### src/rtl/mem_port_arbiter_pkg.sv
// Shared encodings for the memory port arbiter: response-owner states, port ids
// and helpers that build the SRAM command for each port.
package mem_port_arbiter_pkg;

    localparam int unsigned ADDR_W = 32;
    localparam int unsigned DATA_W = 32;
    localparam int unsigned MASK_W = DATA_W / 8;

    typedef enum logic [1:0] {
        IDLE  = 2'd0,
        RSP_I = 2'd1,
        RSP_D = 2'd2
    } rsp_state_e;

    typedef enum logic {
        PORT_I = 1'b0,
        PORT_D = 1'b1
    } port_id_e;

    typedef struct packed {
        logic              en;
        logic              we;
        logic [ADDR_W-1:0] addr;
        logic [MASK_W-1:0] wmask;
        logic [DATA_W-1:0] wdata;
    } sram_cmd_t;

    localparam sram_cmd_t SRAM_CMD_IDLE = '0;

    // Fetches are always plain reads.
    function automatic sram_cmd_t fetch_cmd(input logic [ADDR_W-1:0] addr);
        sram_cmd_t c;
        c      = SRAM_CMD_IDLE;
        c.en   = 1'b1;
        c.addr = addr;
        return c;
    endfunction

    // Loads present an all-zero mask so the SRAM never sees a stray byte enable.
    function automatic sram_cmd_t data_cmd(input logic              we,
                                           input logic [ADDR_W-1:0] addr,
                                           input logic [MASK_W-1:0] wmask,
                                           input logic [DATA_W-1:0] wdata);
        sram_cmd_t c;
        c      = SRAM_CMD_IDLE;
        c.en   = 1'b1;
        c.we   = we;
        c.addr = addr;
        if (we) begin
            c.wmask = wmask;
            c.wdata = wdata;
        end
        return c;
    endfunction

endpackage

### src/rtl/mem_port_arbiter_pick.sv
// Combinational winner select between the fetch and data ports; i_prio decides
// who wins when both request, hold suppresses every grant.
module mem_arb_pick
    import mem_port_arbiter_pkg::*;
(
    input  logic hold,
    input  logic i_req,
    input  logic d_req,
    input  logic i_prio,
    output logic i_gnt,
    output logic d_gnt
);

    always_comb begin
        i_gnt = 1'b0;
        d_gnt = 1'b0;
        if (!hold) begin
            if (i_req && d_req) begin
                i_gnt = i_prio;
                d_gnt = !i_prio;
            end else begin
                i_gnt = i_req;
                d_gnt = d_req;
            end
        end
    end

endmodule

### src/rtl/mem_port_arbiter.sv
// Two-port (fetch/data) arbiter in front of a single-port SRAM with one-cycle read latency.
// Define ARB_RR_EN for round-robin arbitration instead of data priority with starvation guard.
module mem_port_arbiter
    import mem_port_arbiter_pkg::*;
#(
    parameter int unsigned STARVE_LIMIT = 4
) (
    input  logic              clk,
    input  logic              reset,

    input  logic              i_req,
    input  logic [ADDR_W-1:0] i_addr,
    output logic              i_gnt,
    output logic              i_rvalid,

    input  logic              d_req,
    input  logic              d_we,
    input  logic [ADDR_W-1:0] d_addr,
    input  logic [MASK_W-1:0] d_wmask,
    input  logic [DATA_W-1:0] d_wdata,
    output logic              d_gnt,
    output logic              d_rvalid,

    output logic [DATA_W-1:0] rdata,

    output logic              sram_en,
    output logic              sram_we,
    output logic [ADDR_W-1:0] sram_addr,
    output logic [MASK_W-1:0] sram_wmask,
    output logic [DATA_W-1:0] sram_wdata,
    input  logic [DATA_W-1:0] sram_rdata
);

    logic i_prio;

    mem_arb_pick u_pick (
        .hold   (reset),
        .i_req  (i_req),
        .d_req  (d_req),
        .i_prio (i_prio),
        .i_gnt  (i_gnt),
        .d_gnt  (d_gnt)
    );

`ifdef ARB_RR_EN
    port_id_e last_winner;

    always_ff @(posedge clk) begin
        if (reset) begin
            last_winner <= PORT_I;
        end else if (i_gnt) begin
            last_winner <= PORT_I;
        end else if (d_gnt) begin
            last_winner <= PORT_D;
        end
    end

    assign i_prio = (last_winner == PORT_D);
`else
    // Sized so STARVE_LIMIT itself is representable, even for tiny limits.
    localparam int unsigned     CNT_W   = $clog2(STARVE_LIMIT + 2);
    localparam logic [CNT_W-1:0] CNT_MAX = CNT_W'(STARVE_LIMIT);

    logic [CNT_W-1:0] starve_cnt;

    always_ff @(posedge clk) begin
        if (reset) begin
            starve_cnt <= '0;
        end else if (i_req && !i_gnt) begin
            starve_cnt <= (starve_cnt >= CNT_MAX) ? CNT_MAX : starve_cnt + 1'b1;
        end else begin
            starve_cnt <= '0;
        end
    end

    assign i_prio = (starve_cnt >= CNT_MAX);
`endif

    sram_cmd_t cmd;

    always_comb begin
        cmd = SRAM_CMD_IDLE;
        if (i_gnt) begin
            cmd = fetch_cmd(i_addr);
        end else if (d_gnt) begin
            cmd = data_cmd(d_we, d_addr, d_wmask, d_wdata);
        end
    end

    assign sram_en    = cmd.en;
    assign sram_we    = cmd.we;
    assign sram_addr  = cmd.addr;
    assign sram_wmask = cmd.wmask;
    assign sram_wdata = cmd.wdata;

    rsp_state_e state;
    logic       i_rvalid_q;
    logic       d_rvalid_q;

    // Response owner for the read issued last cycle; stores leave it IDLE.
    always_ff @(posedge clk) begin
        if (reset) begin
            state      <= IDLE;
            i_rvalid_q <= 1'b0;
            d_rvalid_q <= 1'b0;
        end else if (i_gnt) begin
            state      <= RSP_I;
            i_rvalid_q <= 1'b1;
            d_rvalid_q <= 1'b0;
        end else if (d_gnt && !d_we) begin
            state      <= RSP_D;
            i_rvalid_q <= 1'b0;
            d_rvalid_q <= 1'b1;
        end else begin
            state      <= IDLE;
            i_rvalid_q <= 1'b0;
            d_rvalid_q <= 1'b0;
        end
    end

    // Gating with reset drops a response that was pending when reset arrived.
    assign i_rvalid = i_rvalid_q && !reset;
    assign d_rvalid = d_rvalid_q && !reset;

    always_comb begin
        rdata = '0;
        if (!reset) begin
            case (state)
                RSP_I, RSP_D: rdata = sram_rdata;
                default:      rdata = '0;
            endcase
        end
    end

endmodule

### config.mk
export PLATFORM = sky130hd
export DESIGN_NAME = mem_port_arbiter
export DESIGN_NICKNAME = d
export VERILOG_FILES = /design/src/rtl/mem_port_arbiter_pkg.sv /design/src/rtl/mem_port_arbiter_pick.sv /design/src/rtl/mem_port_arbiter.sv
export SDC_FILE = /design/constraint.sdc
export NUM_CORES = 1
export LEC_CHECK = 0
export CORE_AREA = 2 2 93 95
export CTS_BUF_LIST = sky130_fd_sc_hd__clkbuf_2
export DETAILED_ROUTE_END_ITERATION = 6
export DIE_AREA = 0 0 95 97
export PLACE_DENSITY = 0.75
export SLEW_MARGIN = 20
export SYNTH_ARGS = -nofsm -noshare
export SYNTH_HDL_FRONTEND = slang
export SYNTH_SLANG_ARGS = --single-unit
export TNS_END_PERCENT = 50
### constraint.sdc
create_clock -name clk -period 1.5 [get_ports clk]
set_input_delay 0.375 -clock clk [delete_from_list [all_inputs] [get_ports clk]]
set_output_delay 0.375 -clock clk [all_outputs]
set_load 0.01 [all_outputs]
==> load_flow_metrics.sql, run 1 <==
INSERT INTO impl_metrics (metric_group, metric, value, unit) VALUES
('power', 'leakage', '2.14', 'nW'),
('layout', 'finalNetCount', '634', ''),
('timing', 'worst_clk_skew', '0.00675', 'ns'),
('clock_tree', 'cts_root_buf', 'clkbuf_2', ''),
('routing', 'drt_wl_total', '11.3', 'mm'),
('routing', 'dr.pass1.iters', '4', ''),
('clock_tree', 'cts.htree.levels', '1', ''),
('routing', 'drc_markers', '0', ''),
('timing', 'max-slew-margin-rel', '80.4', '%'),
('routing', 'met1_wirelength', '3.79', 'mm'),
('floorplan', 'core.rowCount', '33', ''),
('place', 'placed_cells', '565', ''),
('global_routing', 'antenna_violations_before_repair', '0', ''),
('power', 'post-layout-total-power', '1.52', 'mW'),
('run_status', 'status', 'finished with violations', ''),
('clock_tree', 'clock_path_buffers', '2', ''),
('floorplan', 'die-area', '0.00922', 'mm2'),
('critical_path', 'critical_path_peak_fanout', '5', ''),
('global_routing', 'first_global_vias', '2844', ''),
('synthesis', 'synth_fp_nets', '367', ''),
('synthesis', 'synth-main-ff-cell', 'dfxtp_1', ''),
('synthesis', 'synth.yosys.warnings', '0', ''),
('synthesis', 'synth_most_common_cell', 'nand2b_1', ''),
('critical_path', 'critical_path_class', 'register to output pin', ''),
('floorplan', 'standard_cell_core_area', '0.00813', 'mm2'),
('synthesis', 'postSynthCellCount', '228', ''),
('floorplan', 'ioPinCount', '243', ''),
('routing', 'met2_wirelength', '6.13', 'mm'),
('synthesis', 'ys_ff_latch', '5', ''),
('clock_tree', 'cts_tree', 'done', ''),
('layout', 'signed_area_change_from_the_synthesized_netlist_to_the_final_layout', '172', '%'),
('synthesis', 'yosysTopAreaCell', 'nand2b_1', ''),
('critical_path', 'cp-end-kind', 'output pin', ''),
('routing', 'vias_cell', '4.96', ''),
('global_routing', 'globalRouteOverflowTotal', '0', ''),
('critical_path', 'worstSetupStartpointType', 'register', ''),
('place', 'dp_hpwl', '7.46', 'mm'),
('timing', 'min_period_over_period', '127', '%'),
('global_routing', 'grt_max_degree', '55', ''),
('timing', 'layout_setup_ws', '-0.409', 'ns'),
('place', 'place.port_buffers', '242', ''),
('layout', 'number_of_antenna_cells_inserted', '0', ''),
('critical_path', 'cp_slowest_cell', 'dfxtp_4', ''),
('layout', 'seqCellArea', '109', 'um2'),
('floorplan', 'die_x', '95', 'um'),
('layout', 'fillerInstances', '653', ''),
('power', 'max-vdd-ir-drop', '0.124', 'mV'),
('synthesis', 'average_cell_area_after_synthesis', '8.47', 'um2'),
('global_routing', 'first_pass_grt_wire_length', '15.4', 'mm'),
('run_status', 'failed_checks', 'negative setup slack', ''),
('hold_path', 'worst_min_delay_path_category', 'register to register', ''),
('place', 'place_congestion', '0.839', ''),
('timing', 'final-max-slew-violation-count', '0', ''),
('critical_path', 'critical_path.max_stage_delay', '0.36', 'ns'),
('routing', 'topRoutingLayerUsed', 'met4', ''),
('routing', 'detail-route-antenna-nets', '0', ''),
('timing', 'worstMarginPinSlew', '0.289', 'ns'),
('timing', 'post-route-min-period', '1.91', 'ns'),
('clock_tree', 'cts_made_buffers', '3', ''),
('layout', 'drive_above_1_share', '55.3', '%'),
('critical_path', 'worstPathRequired', '1.12', 'ns'),
('synthesis', 'async_reset_ff_share', '0', '%'),
('synthesis', 'number_of_flops_mapped_to_enable_cells_by_yosys', '0', ''),
('timing', 'setup_viol', '105', ''),
('routing', 'dr.first_iter.drc_count', '62', ''),
('floorplan', 'start_util', '23.8', '%'),
('synthesis', 'yosysSeqAreaShare', '5.18', '%'),
('critical_path', 'crit_path_cell_trace', 'buf_12 > and2_4 > buf_6 > nor4bb_4 > buf_2', ''),
('routing', 'drt-wirelength-per-cell', '18.9', 'um'),
('job', 'drv_cap', '0', ''),
('layout', 'multi_input_area', '0.00226', 'mm2');
==> what timing repair did <==
item	4_1_cts	5_1_grt
cloned	10	3
setup endpoints to repair	106	104
buffers inserted	9	8
pin swaps	25	16
gates resized for setup	530	87
==> stage by stage <==
stage / setup slack [ns] / area [um2] / TNS [ns] / utilization (%)
3_3_place_gp: -1.06 / 4560 / -85.01 / 56.1
4_1_cts: -0.339 / 4690 / -23.71 / 57.7
6_report: -0.409 / 5260 / -24.84 / 64.6
5_1_grt: -0.462 / 5260 / -32.19 / 64.6
3_5_place_dp: -1.08 / 4560 / -86.75 / 56.1
2_1_floorplan: -0.0543 / 1960 / -2.29 / -
==> power breakdown <==
group | switching (mW) | internal [mW] | total, mW | leakage, nW
Clock | 0.0632 | 0.0603 | 0.123 | 0.0164
Sequential | 0.00412 | 0.134 | 0.138 | 0.0427
Combinational | 0.474 | 0.784 | 1.26 | 2.08
Total | 0.541 | 0.978 | 1.52 | 2.14
==> worst max-delay path, delay by kind of cell, from the launching register on <==
family | cells | cell delay (ns)
AND/OR/NAND/NOR | 2 | 0.49
buffers and inverters | 3 | 0.45
flip-flops | 1 | 0.36
==> final timing paths <==
kind | startpoint | to | slack, ns | depth (start not counted)
worst max-delay path | starve_cnt[2] | sram_wdata[23] | -0.41 | 5
worst min-delay path | starve_cnt[0] | starve_cnt[0] | 0.54 | 2
worst max register to register | starve_cnt[2] | state[1] | 0.33 | 5
worst min register to register | starve_cnt[0] | starve_cnt[0] | 0.54 | 2
==> cell families after synthesis <==
kind of cell,count (synthesis),synth area share [%]
compound gates,33,18.5
xor+xnor,1,0.453
fa+ha+maj,2,1.30
buf+inv,39,11.7
flops,5,5.18
simple gates,148,62.9
==> cells in the final DEF, fill, tap and decap left out, types with 2 or more instances in the layout <==
cell type and n:
nor4bb_4 15, o32ai_4 8, and2_1 3, clkbuf_16 3, buf_4 20, nor3b_1 2
and4bb_2 12, dfxtp_1 2, ha_1 2, clkdlybuf4s50_1 131, buf_2 89, buf_8 4
buf_6 30, nand2b_1 64, nor3_1 2, o32ai_2 20, nor3b_2 31, buf_16 5
dfxtp_4 2, inv_1 2, nor4bb_1 5, nor4bb_2 5, and2_4 5, buf_12 9
clkbuf_2 4, o32ai_1 4
==> area by class of cell <==
cell class / count / area share, %
clock buffer: 3 / 0.286
clock inverter: 1 / 0.0952
inverter: 3 / 0.214
multi-input combinational: 188 / 43.0
sequential: 5 / 2.07
tap: 105 / 2.50
timing repair buffer: 294 / 51.8
==> metal layers <==
layer / vias to the layer above / track usage [%]
met5: - / 0
met4: 0 / 7.02
met3: 22 / 6.78
met2: 146 / 39.9
met1: 1393 / 21.5
li1: 1409 / -
==> state kept, by name, summed over array words and instances (netlist names) <==
name        flops
starve_cnt      3
state           2
No activity file was read; power rests on OpenSTA's default activity.
==> inputs of run 2 (changes only) <==
--- a/config.mk
+++ b/config.mk
@@ -9,7 +9,10 @@
 export CTS_BUF_LIST = sky130_fd_sc_hd__clkbuf_2
 export DETAILED_ROUTE_END_ITERATION = 6
 export DIE_AREA = 0 0 95 97
+export HOLD_SLACK_MARGIN = 0.08
 export PLACE_DENSITY = 0.75
+export REMOVE_ABC_BUFFERS = 1
+export SKIP_CTS_REPAIR_TIMING = 1
 export SLEW_MARGIN = 20
 export SYNTH_ARGS = -nofsm -noshare
 export SYNTH_HDL_FRONTEND = slang
==> run 2 against run 1 <==
Against the previous run: the run still ends with negative setup slack left; die area is the same; first-iteration DRC count is 21% lower; total power fell by 9.8%; hold slack got worse by 0.015 ns; clock power barely moved; clock skew decreased by 0.0029 ns; sequential share of layout area grew 0.20 points.
==> load_flow_metrics.sql, run 2 (synthesized netlist as in run 1, its figures left out) <==
INSERT INTO impl_metrics (metric_group, metric, value, unit) VALUES
('clock_tree', 'clock_pin_slew_worst_setup_and_hold_paths', '0.06', 'ns'),
('routing', 'dr.first_iter.drc_count', '49', ''),
('global_routing', 'grt.total_usage', '17.1', '%'),
('global_routing', 'globalRouteOverflowTotal', '0', ''),
('global_routing', 'first_global_vias', '2600', ''),
('critical_path', 'timing.critical_path.buf_inv', '2', ''),
('global_routing', 'grt_max_degree', '40', ''),
('routing', 'drc_markers', '0', ''),
('clock_tree', 'cts.htree.levels', '1', ''),
('timing', 'final-max-slew-violation-count', '0', ''),
('layout', 'signed_area_change_from_the_synthesized_netlist_to_the_final_layout', '142', '%'),
('global_routing', 'antenna_violations_before_repair', '0', ''),
('global_routing', 'first_pass_grt_wire_length', '12.9', 'mm'),
('timing', 'layout_setup_ws', '-0.212', 'ns'),
('layout', 'non_filler_instances', '577', ''),
('routing', 'num_vias', '2838', ''),
('routing', 'drt_wl_total', '10.2', 'mm'),
('floorplan', 'standard_cell_core_area', '0.00813', 'mm2'),
('critical_path', 'path_delay_family', 'buffers and inverters', ''),
('layout', 'largest_reg_flops', '3', ''),
('floorplan', 'die_h', '97', 'um'),
('timing', 'timing.setup.tns', '-15.46', 'ns'),
('layout', 'mostFrequentLayoutCell', 'clkdlybuf4s50_1', ''),
('place', 'placed_cells', '556', ''),
('routing', 'vias_cell', '4.92', ''),
('critical_path', 'reg2reg_setup_slack', '0.49', 'ns'),
('power', 'leakage', '2.02', 'nW'),
('floorplan', 'core.rowCount', '33', ''),
('timing', 'final-hold-violation-count', '0', ''),
('critical_path', 'worst-path-stages', '4', ''),
('timing', 'worstMarginPinSlew', '0.246', 'ns'),
('critical_path', 'cp-end-kind', 'output pin', ''),
('clock_tree', 'cts_tree', 'done', ''),
('layout', 'reg_top3', 'starve_cnt (3), state (2)', ''),
('layout', 'drive_above_1_share', '48.1', '%'),
('hold_path', 'hold-path-cell-count', '2', ''),
('timing', 'worst_clk_skew', '0.00381', 'ns'),
('critical_path', 'critical_path_arrival', '1.34', 'ns'),
('clock_tree', 'cts_root_buf', 'clkbuf_2', ''),
('place', 'place_congestion', '0.827', ''),
('routing', 'detail-route-antenna-nets', '0', ''),
('timing', 'max-slew-margin-rel', '83.4', '%'),
('critical_path', 'critical_path_class', 'input pin to output pin', ''),
('critical_path', 'worstSetupStartpointType', 'input pin', ''),
('timing', 'min_period_over_period', '114', '%'),
('critical_path', 'cp_slowest_cell', 'clkdlybuf4s50_1', ''),
('timing', 'final.hold.worst_slack', '0.520', 'ns'),
('critical_path', 'worstPathRequired', '1.12', 'ns'),
('power', 'post-layout-total-power', '1.37', 'mW'),
('power', 'power.density_cell_area', '293', 'mW/mm2'),
('clock_tree', 'clock_path_buffers', '2', ''),
('floorplan', 'die-area', '0.00922', 'mm2'),
('critical_path', 'critical_path.max_stage_delay', '0.45', 'ns'),
('clock_tree', 'insertion_delay', '0.21', 'ns'),
('layout', 'finalNetCount', '612', ''),
('floorplan', 'ioPinCount', '243', ''),
('clock_tree', 'clkSinkCount', '5', ''),
('layout', 'top_library_cells_by_usage_in_the_layout_fill_and_taps_aside', 'clkdlybuf4s50_1, nand2b_1, buf_2', ''),
('clock_tree', 'cts_made_buffers', '3', ''),
('floorplan', 'start_util', '23.8', '%'),
('layout', 'number_of_antenna_cells_inserted', '0', ''),
('layout', 'top_register', 'starve_cnt', ''),
('critical_path', 'reg2regPathDepth', '3', ''),
('critical_path', 'crit_path_cell_trace', 'clkdlybuf4s50_1 > nand2b_1 > o32ai_2 > buf_2', ''),
('power', 'max-vdd-ir-drop', '0.137', 'mV'),
('place', 'placement.cell_area', '0.00447', 'mm2'),
('place', 'place.port_buffers', '242', ''),
('run_status', 'failed_checks', 'negative setup slack', ''),
('timing', 'post-route-min-period', '1.71', 'ns'),
('place', 'preCtsSetupSlack', '-1.08', 'ns'),
('layout', 'fillerInstances', '723', ''),
('routing', 'drt-wirelength-per-cell', '17.6', 'um'),
('layout', 'layout.core_utilization', '57.5', '%'),
('critical_path', 'critical_path_peak_fanout', '1', ''),
('hold_path', 'worst_min_delay_path_category', 'register to register', ''),
('timing', 'achievable-frequency', '584', 'MHz'),
('job', 'drv_cap', '0', ''),
('floorplan', 'die_x', '95', 'um'),
('timing', 'setup_viol', '102', ''),
('run_status', 'status', 'finished with violations', ''),
('timing', 'rsz0062_at_grt', 'yes', ''),
('routing', 'dr.pass1.iters', '6', ''),
('layout', 'post-route-cell-area', '0.00468', 'mm2'),
('place', 'dp_hpwl', '6.78', 'mm');
==> run 2: changes by cell type in the layout (fill, tap and decap cells not counted), moves of 7 or more <==
cell            delta
dlymetal6s2s_1    +10
clkbuf_2          +39
nor3b_2           -12
nor3b_1           +12
buf_6             -25
buf_4              -7
buf_2             -25
==> run 2: path summary, 6_finish.rpt <==
check | end | start
setup reg to reg | starve_cnt[2] | starve_cnt[2]
setup / recovery | sram_addr[19] | i_addr[19]
hold / removal | starve_cnt[0] | starve_cnt[0]
hold reg to reg | starve_cnt[0] | starve_cnt[0]
==> run 2: metal layers <==
| layer | share of wire, % | track usage (%) | vias up |
|---|---|---|---|
| met5 | 0 | 0 | - |
| met3 | 9.4 | 4.13 | 10 |
| met2 | 51 | 31.0 | 158 |
| met1 | 38 | 19.8 | 1317 |
| li1 | - | - | 1353 |
| met4 | 1.3 | 4.01 | 0 |
==> run 2: report_power, final <==
part | switching [mW] | internal (mW) | leakage [nW]
combinational | 0.421 | 0.688 | 1.96
clock | 0.0537 | 0.0706 | 0.0166
sequential | 0.00264 | 0.135 | 0.0423
==> run 2: layout make-up <==
class	count	area [um2]	share of cell area, %
timing repair buffer	274	2390	51.1
sequential	5	106	2.27
multi-input combinational	186	2020	43.1
clock buffer	4	20.0	0.428
tap	105	131	2.81
inverter	3	11.3	0.241
==> run 2: tightest hold or removal path, cell delays in order (launching register included) <==
cell	delay [ns]
dfxtp_1	0.32
inv_1	0.07
and2_1	0.11
==> inputs of run 3 (changes only) <==
--- a/config.mk
+++ b/config.mk
@@ -11,7 +11,6 @@
 export DIE_AREA = 0 0 95 97
 export HOLD_SLACK_MARGIN = 0.08
 export PLACE_DENSITY = 0.75
-export REMOVE_ABC_BUFFERS = 1
 export SKIP_CTS_REPAIR_TIMING = 1
 export SLEW_MARGIN = 20
 export SYNTH_ARGS = -nofsm -noshare
==> run 3 against run 2 <==
Against the previous run: combinational power about the same; final cell count grew 2.6%; core utilization rose by 2.5 points; via count is 3.0% higher; sequential power about the same; the run still ends with negative setup slack left.
==> load_flow_metrics.sql, run 3 (synthesized netlist as in run 1, its figures left out) <==
INSERT INTO impl_metrics (metric_group, metric, value, unit) VALUES
('timing', 'worstMarginPinSlew', '0.289', 'ns'),
('layout', 'top_register', 'starve_cnt', ''),
('floorplan', 'standard_cell_core_area', '0.00813', 'mm2'),
('floorplan', 'ioPinCount', '243', ''),
('timing', 'post-route-min-period', '1.85', 'ns'),
('layout', 'number_of_antenna_cells_inserted', '0', ''),
('critical_path', 'reg2reg_setup_slack', '0.41', 'ns'),
('power', 'post-layout-total-power', '1.37', 'mW'),
('floorplan', 'die_h', '97', 'um'),
('clock_tree', 'clock_pin_slew_worst_setup_and_hold_paths', '0.07', 'ns'),
('layout', 'signed_area_change_from_the_synthesized_netlist_to_the_final_layout', '153', '%'),
('routing', 'drt-wirelength-per-cell', '17.9', 'um'),
('timing', 'worst_clk_skew', '0.00764', 'ns'),
('timing', 'final-max-slew-violation-count', '0', ''),
('global_routing', 'antenna_violations_before_repair', '0', ''),
('routing', 'dr.first_iter.drc_count', '34', ''),
('routing', 'drt_wl_total', '10.6', 'mm'),
('layout', 'reg_top3', 'starve_cnt (3), state (2)', ''),
('layout', 'largest_reg_flops', '3', ''),
('global_routing', 'first_pass_grt_wire_length', '13.8', 'mm'),
('timing', 'achievable-frequency', '541', 'MHz'),
('timing', 'setup_viol', '102', ''),
('job', 'drv_cap', '0', ''),
('routing', 'met1_wirelength', '3.66', 'mm'),
('layout', 'top_library_cells_by_usage_in_the_layout_fill_and_taps_aside', 'clkdlybuf4s50_1, buf_2, nand2b_1', ''),
('power', 'max-vdd-ir-drop', '0.123', 'mV'),
('critical_path', 'critical_path_class', 'register to output pin', ''),
('floorplan', 'die_x', '95', 'um'),
('clock_tree', 'cts.htree.levels', '1', ''),
('critical_path', 'critical_path_peak_fanout', '6', ''),
('routing', 'dr.pass1.iters', '4', ''),
('clock_tree', 'cts_root_buf', 'clkbuf_2', ''),
('clock_tree', 'cts_tree', 'done', ''),
('clock_tree', 'clock_path_buffers', '2', ''),
('run_status', 'failed_checks', 'negative setup slack', ''),
('timing', 'layout_setup_ws', '-0.350', 'ns'),
('routing', 'drc_markers', '0', ''),
('layout', 'mostFrequentLayoutCell', 'clkdlybuf4s50_1', ''),
('routing', 'detail-route-antenna-nets', '0', ''),
('power', 'power.density_cell_area', '281', 'mW/mm2'),
('routing', 'met2_wirelength', '5.68', 'mm'),
('layout', 'finalNetCount', '627', ''),
('clock_tree', 'insertion_delay', '0.23', 'ns'),
('routing', 'wl_met3', '1.04', 'mm'),
('critical_path', 'worstPathRequired', '1.12', 'ns'),
('critical_path', 'worstSetupStartpointType', 'register', ''),
('timing', 'rsz0062_at_grt', 'yes', ''),
('place', 'place.port_buffers', '242', ''),
('critical_path', 'critical_path_arrival', '1.48', 'ns'),
('clock_tree', 'clkSinkCount', '5', ''),
('place', 'place_congestion', '0.839', ''),
('global_routing', 'grt.total_usage', '19.0', '%'),
('routing', 'num_vias', '2922', ''),
('routing', 'topRoutingLayerUsed', 'met4', ''),
('floorplan', 'core.rowCount', '33', ''),
('timing', 'final.hold.worst_slack', '0.533', 'ns'),
('layout', 'drive_above_1_share', '47.8', '%'),
('power', 'leakage', '2.13', 'nW'),
('timing', 'max-slew-margin-rel', '80.4', '%'),
('timing', 'final-hold-violation-count', '0', ''),
('run_status', 'status', 'finished with violations', ''),
('hold_path', 'worst_min_delay_path_category', 'register to register', ''),
('critical_path', 'cp-end-kind', 'output pin', ''),
('clock_tree', 'cts_made_buffers', '3', ''),
('global_routing', 'globalRouteOverflowTotal', '0', ''),
('timing', 'min_period_over_period', '123', '%'),
('floorplan', 'die-area', '0.00922', 'mm2'),
('routing', 'vias_cell', '4.94', ''),
('global_routing', 'grt_max_degree', '55', ''),
('place', 'dp_hpwl', '7.46', 'mm'),
('floorplan', 'start_util', '23.8', '%'),
('layout', 'fillerInstances', '707', ''),
('global_routing', 'first_global_vias', '2610', '');
==> run 3: stage by stage <==
stage / instances / utilization, % / area [um2] / setup TNS (ns) / setup WS (ns)
after global routing: 592 / 60.0 / 4880 / -29.21 / -0.453
after floorplan: 228 / - / 1960 / -2.29 / -0.0543
final: 592 / 60.0 / 4880 / -21.34 / -0.350
after CTS: 569 / 56.3 / 4580 / -89.24 / -1.07
after detailed placement: 565 / 56.1 / 4560 / -86.75 / -1.08
after global placement: 565 / 56.1 / 4560 / -85.01 / -1.06
==> run 3: layout make-up <==
type | instances | area [um2] | area share, %
multi-input combinational | 187 | 2050 | 42.0
clock buffer | 3 | 15.0 | 0.308
timing repair buffer | 288 | 2560 | 52.5
sequential | 5 | 106 | 2.18
inverter | 3 | 11.3 | 0.231
clock inverter | 1 | 5.00 | 0.103
tap | 105 | 131 | 2.69
==> run 3: worst paths after layout <==
| kind | startpoint | endpoint | cells after the start |
|---|---|---|---|
| worst max-delay path | starve_cnt[2] | sram_wdata[2] | 5 |
| worst min-delay path | starve_cnt[0] | starve_cnt[0] | 2 |
| worst max register to register | starve_cnt[2] | starve_cnt[0] | 4 |
| worst min register to register | starve_cnt[0] | starve_cnt[0] | 2 |
==> run 3: worst max-delay path, cell delays in order, from the launching register on <==
cell,delay [ns]
dfxtp_4,0.38
and2_4,0.19
buf_6,0.13
buf_6,0.11
nor4bb_2,0.25
buf_2,0.18
==> run 3: routing by layer <==
metal / vias up / GRT usage (%)
met3: 16 / 5.53
met4: 0 / 4.01
met5: - / 0
li1: 1384 / -
met1: 1362 / 20.4
met2: 160 / 35.8
==> run 3: power breakdown <==
part | leakage [nW] | internal (mW) | total (mW) | switching [mW]
clock network | 0.0164 | 0.0603 | 0.125 | 0.0644
logic | 2.07 | 0.689 | 1.11 | 0.421
registers | 0.0423 | 0.135 | 0.139 | 0.00407
==> variant 1, RTL diff (flow settings as in run 3) <==
Change the parameter `STARVE_LIMIT` from 4 to 8.
--- a/src/rtl/mem_port_arbiter.sv
+++ b/src/rtl/mem_port_arbiter.sv
@@ -5,3 +5,3 @@
 #(
-    parameter int unsigned STARVE_LIMIT = 4
+    parameter int unsigned STARVE_LIMIT = 8
 ) (
Behaviour: not the same (Yosys sat finds a counterexample within 10 cycles, from zero or initial values and one cycle with reset high).
==> variant 1 against run 3 <==
The flow still finishes with violations (negative setup slack). Core utilization is 14 points lower. Power is 17% lower. Clock skew is 0.0061 ns lower. Sequential cell count is 1 higher. Wire length is 24% lower. Combinational power is 21% lower. Final cell count is 14% lower. Synthesized area is 44% lower. Non-clock buffer count is 14 lower. Setup slack worse by 0.24 ns. Cell area is 23% lower.
==> variant 1: results (changes against run 3) <==
Run status
  – Status: complete, but fails checks
  – Failing checks: negative setup slack

Hold path
  – Hold EP: starve_cnt[3]
  – Hold path cells: 2 (unchanged)
  – Worst hold path class: reg2reg
  – Hold Startpoint: starve_cnt[2]

Worst setup path
  – Crit-path leading delay family: buffers and inverters
  – Slowest cell on the critical path: a21boi_4
  – Reg-to-Reg Start: starve_cnt[3]
  – Arrival @ worst endpoint: 1.71 ns (+0.23 ns)
  – CP max FO: 3 (-3)
  – Crit-path max cell delay: 0.29 ns (-0.09 ns)
  – R2R cell count: 6 (+2)
  – Setup slack, reg-to-reg: 0.25 ns (-0.16 ns)
  – Reg-to-reg critical path endpoint: state[1]

Synth
  – Synth area leaders: a22o_1 (26%), and3_1 (21%), and2_1 (19%)
  – Top-count cell post-synth: and3_1
  – Most common library cells after synthesis: and3_1 (36), and2_1 (33), a22o_1 (32), clkbuf_1 (7), dfxtp_1 (6)
  – Seq/Total Area, Yosys: 0.110 (+0.0585)
  – Synth Instances: 147 (-36%)
  – Synth cell types: 20 (-17%)
  – Yosys Warn Count: 0 (unchanged)
  – Post-Syn Nets: 286 (-22%)

Global route
  – Largest net degree at the start of global routing: 39 (-29%)
  – Initial antenna violation count: 0 (unchanged)
  – Overall Global Routing Usage: 0.135 (-0.0552)
  – First-pass GRT wire length: 9.97 mm (-28%)
  – Number of global-route vias before repair: 2005 (-23%)

Clocking
  – TritonCTS Buffers: 3 (unchanged)
  – H-tree depth: 1 (unchanged)
  – Clock insertion delay at the later pin of the skew report: 0.21 ns (-0.02 ns)
  – Worst-path clk slew: 0.05 ns (-0.02 ns)

Timing
  – Post-route clock skew: 0.00155 ns (-0.00609 ns)
  – WHS: 0.449 ns (-0.0839 ns)
  – Actual slew at the worst max-slew pin: 0.251 ns (-0.0383 ns)
  – Final WS setup: -0.587 ns (-0.237 ns)
  – Endpoints failing setup: 104 (+2.0%)

Layout
  – Biggest regs: starve_cnt x4, state x2
  – Nets: 548 (-13%)
  – Post-Layout Cell Count: 512 (-14%)
  – Share of layout cells above drive strength 1: 0.322 (-0.157)

Placed design
  – Post-Place Cells: 485 (-14%)
  – Port bufs: 242 (unchanged)
  – RePlAce Congestion: 0.784 (-6.5%)
  – Post-DP HPWL: 5.82 mm (-22%)

Power
  – Max rail drop VDD: 0.000118 V (-4.2%)
  – Leak: 2.00 nW (-5.8%)

Drt
  – Vias: 2179 (-25%)
  – 1st-iter DRT viols: 27 (-21%)
  – WL final: 8.11 mm (-24%)
  – Detailed Routing Iterations Pass 1: 5 (+1)
variant 1: changes by cell type after synthesis, moves of 9 or more:
cell,delta
and3_1,+36
nor3b_1,-32
clkbuf_1,-9
o32ai_2,-9
nor4bb_1,-15
a22o_1,+32
and2_1,+30
nand2b_1,-64
o32ai_1,-23
and4bb_2,-12
buf_2,-9
variant 1: worst max-delay path by stage:
stage	from	end	depth (start not counted)
finish	reset	sram_wdata[3]	10
global route	starve_cnt[3]	sram_wdata[3]	9
CTS	d_req	sram_addr[9]	6
detailed placement	d_req	sram_addr[9]	6
global placement	d_req	sram_wmask[2]	6
floorplan	d_req	sram_addr[10]	4
variant 1: tightest hold or removal path, stage by stage (launching register included):
cell,delay [ns]
dfxtp_1,0.32
nand3_1,0.06
nor2_1,0.03
variant 1: logic make-up after synthesis:
| logic type | Yosys count | share of synthesized area |
|---|---|---|
| buf+inv | 20 | 0.0897 |
| compound gates | 33 | 0.275 |
| flops | 6 | 0.110 |
| xor+xnor | 2 | 0.0161 |
| fa+ha+maj | 2 | 0.0230 |
| simple gates | 84 | 0.486 |
variant 1: stage by stage:
step	TNS (ns)	worst slack [ns]	cell area (µm²)
floorplan	-1.39	-0.0546	1110
global placement	-102.87	-1.05	3670
detailed placement	-106.14	-1.09	3670
CTS	-106.59	-1.10	3690
global route	-45.69	-0.664	3730
finish	-36.83	-0.587	3730
variant 1: final cells by class:
class,instances,area (µm²)
clock buffers,3,15.0
fillers,809,4400
inverters,3,11.3
multi-input cells,121,893
flip-flops and latches,6,123
well taps,105,131
repair buffers,274,2560
variant 1: layer usage:
layer / global-route usage / share of wire / vias to the layer above
met1: 0.141 / 0.34 / 978
li1: - / - / 1053
met5: 0 / 0 / -
met4: 0.0424 / 0.010 / 0
met3: 0.0343 / 0.12 / 8
met2: 0.255 / 0.53 / 140
variant 1: where the power goes:
| part | internal, mW | switching (mW) |
|---|---|---|
| combinational | 0.593 | 0.281 |
| sequential | 0.163 | 0.00255 |
| clock | 0.0541 | 0.0514 |
| total | 0.810 | 0.335 |
==> variant 2, RTL diff (settings of run 3) <==
Without the edit above. Re-encode `rsp_state_e` (3 states) as one-hot, 3 bits wide.
--- a/src/rtl/mem_port_arbiter_pkg.sv
+++ b/src/rtl/mem_port_arbiter_pkg.sv
@@ -8,6 +8,6 @@
 
-    typedef enum logic [1:0] {
-        IDLE  = 2'd0,
-        RSP_I = 2'd1,
-        RSP_D = 2'd2
+    typedef enum logic [2:0] {
+        IDLE  = 3'b001,
+        RSP_I = 3'b010,
+        RSP_D = 3'b100
     } rsp_state_e;
Behaviour: no difference found for any inputs over 10 cycles, from zero or initial values and one cycle with reset high; not proved beyond that.
==> variant 2 against run 3 <==
The run still ends with negative setup slack left. Fmax is 5.1% lower. Via count is 16% lower. Die area stayed put. Setup slack worse by 0.10 ns. Sequential cell count is 1 higher. Worst hold slack worse by 0.061 ns. Synthesized area is 36% lower. Clock skew is 0.0012 ns higher. Register-to-register slack worse by 0.15 ns. Wire length is 18% lower. First-iteration DRC count is 71% higher. Cell area is 16% lower. Power is 15% lower. Count of clock-buffer cells in the layout stayed put. Critical endpoint is now sram_wdata[25].
==> variant 2: results (changes against run 3) <==
Run status
  – Status: complete, but fails checks
  – Failing checks: negative setup slack

Layout
  – Post-Layout Cell Count: 544 (-8.1%)
  – Biggest regs: starve_cnt x3, state x3
  – Inserted Diodes: 0 (unchanged)
  – Nets: 580 (-7.5%)
  – Share of layout cells above drive strength 1: 0.417 (-0.0616)

Placed design
  – Post-Place Cells: 525 (-7.1%)
  – Post-DP HPWL: 6.41 mm (-14%)
  – RePlAce Congestion: 0.721 (-14%)
  – Placed Area: 3920 µm² (-14%)

Clocking
  – H-tree depth: 1 (unchanged)
  – TritonCTS Buffers: 3 (unchanged)
  – CTS max path bufs: 2 (unchanged)
  – Root buffer cell: clkbuf_2

Global route
  – Number of global-route vias before repair: 2284 (-12%)
  – First-pass GRT wire length: 11.0 mm (-21%)
  – Largest net degree at the start of global routing: 38 (-31%)
  – Overall Global Routing Usage: 0.149 (-0.0405)

Drt
  – Vias: 2450 (-16%)
  – Detailed Routing Iterations Pass 1: 4 (unchanged)
  – Wire length per cell: 16.1 µm (-10%)
  – 1st-iter DRT viols: 58 (+71%)

Hold path
  – Worst hold path class: reg2reg

Timing
  – Endpoints failing setup: 106 (+3.9%)
  – Setup TNS: -33.85 ns (-12.51 ns)
  – Post-route clock skew: 0.00886 ns (+0.00122 ns)
  – Final WS setup: -0.450 ns (-0.0997 ns)
  – Actual slew at the worst max-slew pin: 0.287 ns (-0.00261 ns)

Worst setup path
  – Critical setup path kind: reg2out
  – Arrival @ worst endpoint: 1.57 ns (+0.09 ns)
  – CP max FO: 9 (+3)
  – Worst Setup SP: starve_cnt[2]

Synth
  – Synth Area in XOR/XNOR: 0.00706 (+0.00253)
  – Seq/Total Area, Yosys: 0.0969 (+0.0451)
  – Compound-Gate Fraction of Synth Area: 0.238 (+0.0529)
  – Synth area leaders: and2_1 (35%), a32oi_1 (23%), nor2_1 (11%)
  – Most common library cells after synthesis: and2_1 (70), nor2_1 (36), a32oi_1 (32), clkbuf_1 (11), buf_2 (7)
  – Mux share of post-synthesis cell area: 0 (unchanged)
  – Mean Syn Cell Area: 6.63 µm² (-22%)
  – Synth cell types: 21 (-13%)
  – Post-Syn Nets: 326 (-11%)
  – Synthesized-area fraction occupied by adder cells: 0.0202 (+0.00723)
  – Primary FF master, synth: dfxtp_1

Power
  – Max rail drop VDD: 0.000184 V (+49%)
  – Leak: 1.98 nW (-6.7%)
[variant 2: changes by cell type in the layout (fill, tap and decap cells not counted), moves of 19 or more]
cell             run 3  this run
nor3b_1             19         0
and2_1               3        40
nand2b_1            64         1
nor2_1               3        36
a32oi_1              0        21
and2_4               3        31
[variant 2: worst max-delay path, cell delays in order, from the launching register on]
cell	delay, ns
dfxtp_2	0.33
and2_4	0.17
nor4bb_4	0.28
buf_6	0.17
clkbuf_16	0.16
and2_1	0.12
buf_2	0.13
[variant 2: kinds of logic after synthesis]
logic type                 count (synthesis)
AOI/OAI and AO/OA                         34
xor gates and xnor gates                   1
adders and majority gates                  2
buffers and inverters                     25
DFF                                        6
and+or+nand+nor                          119
[variant 2: cell type report]
cell class | instances | area [µm²]
fillers | 769 | 4050
repair buffers | 272 | 2610
multi-input cells | 156 | 1200
well taps | 105 | 131
flip-flops and latches | 6 | 124
clock buffers | 3 | 15.0
inverters | 2 | 7.51
[variant 2: final timing paths]
| path | end | slack [ns] | depth (start not counted) |
|---|---|---|---|
| max reg2reg | state[0] | 0.26 | 6 |
| min reg2reg | starve_cnt[0] | 0.47 | 1 |
| min | starve_cnt[0] | 0.47 | 1 |
| max | sram_wdata[25] | -0.45 | 6 |
[variant 2: stage by stage]
step                hold WS, ns  power [mW]  setup WS (ns)
finish                    0.472        1.16         -0.450
global route              0.481        1.24         -0.509
CTS                       0.471        1.12          -1.10
detailed placement        0.459       0.996          -1.08
global placement          0.437       0.987          -1.04
floorplan                 0.425       0.409         -0.200
[variant 2: report_power, final]
group / leakage, nW / switching [mW] / internal, mW
logic: 1.92 / 0.300 / 0.580
clock network: 0.0125 / 0.0598 / 0.0543
registers: 0.0504 / 0.00443 / 0.165
total: 1.98 / 0.364 / 0.800
[variant 2: layer usage]
layer,up-vias,routed length (µm),global-route usage,part of all wire
met3,14,913,0.0537,0.10
met5,-,0,0,0
met2,149,4840,0.299,0.55
met4,0,176,0.0535,0.020
li1,1152,-,-,-
met1,1135,2820,0.130,0.32
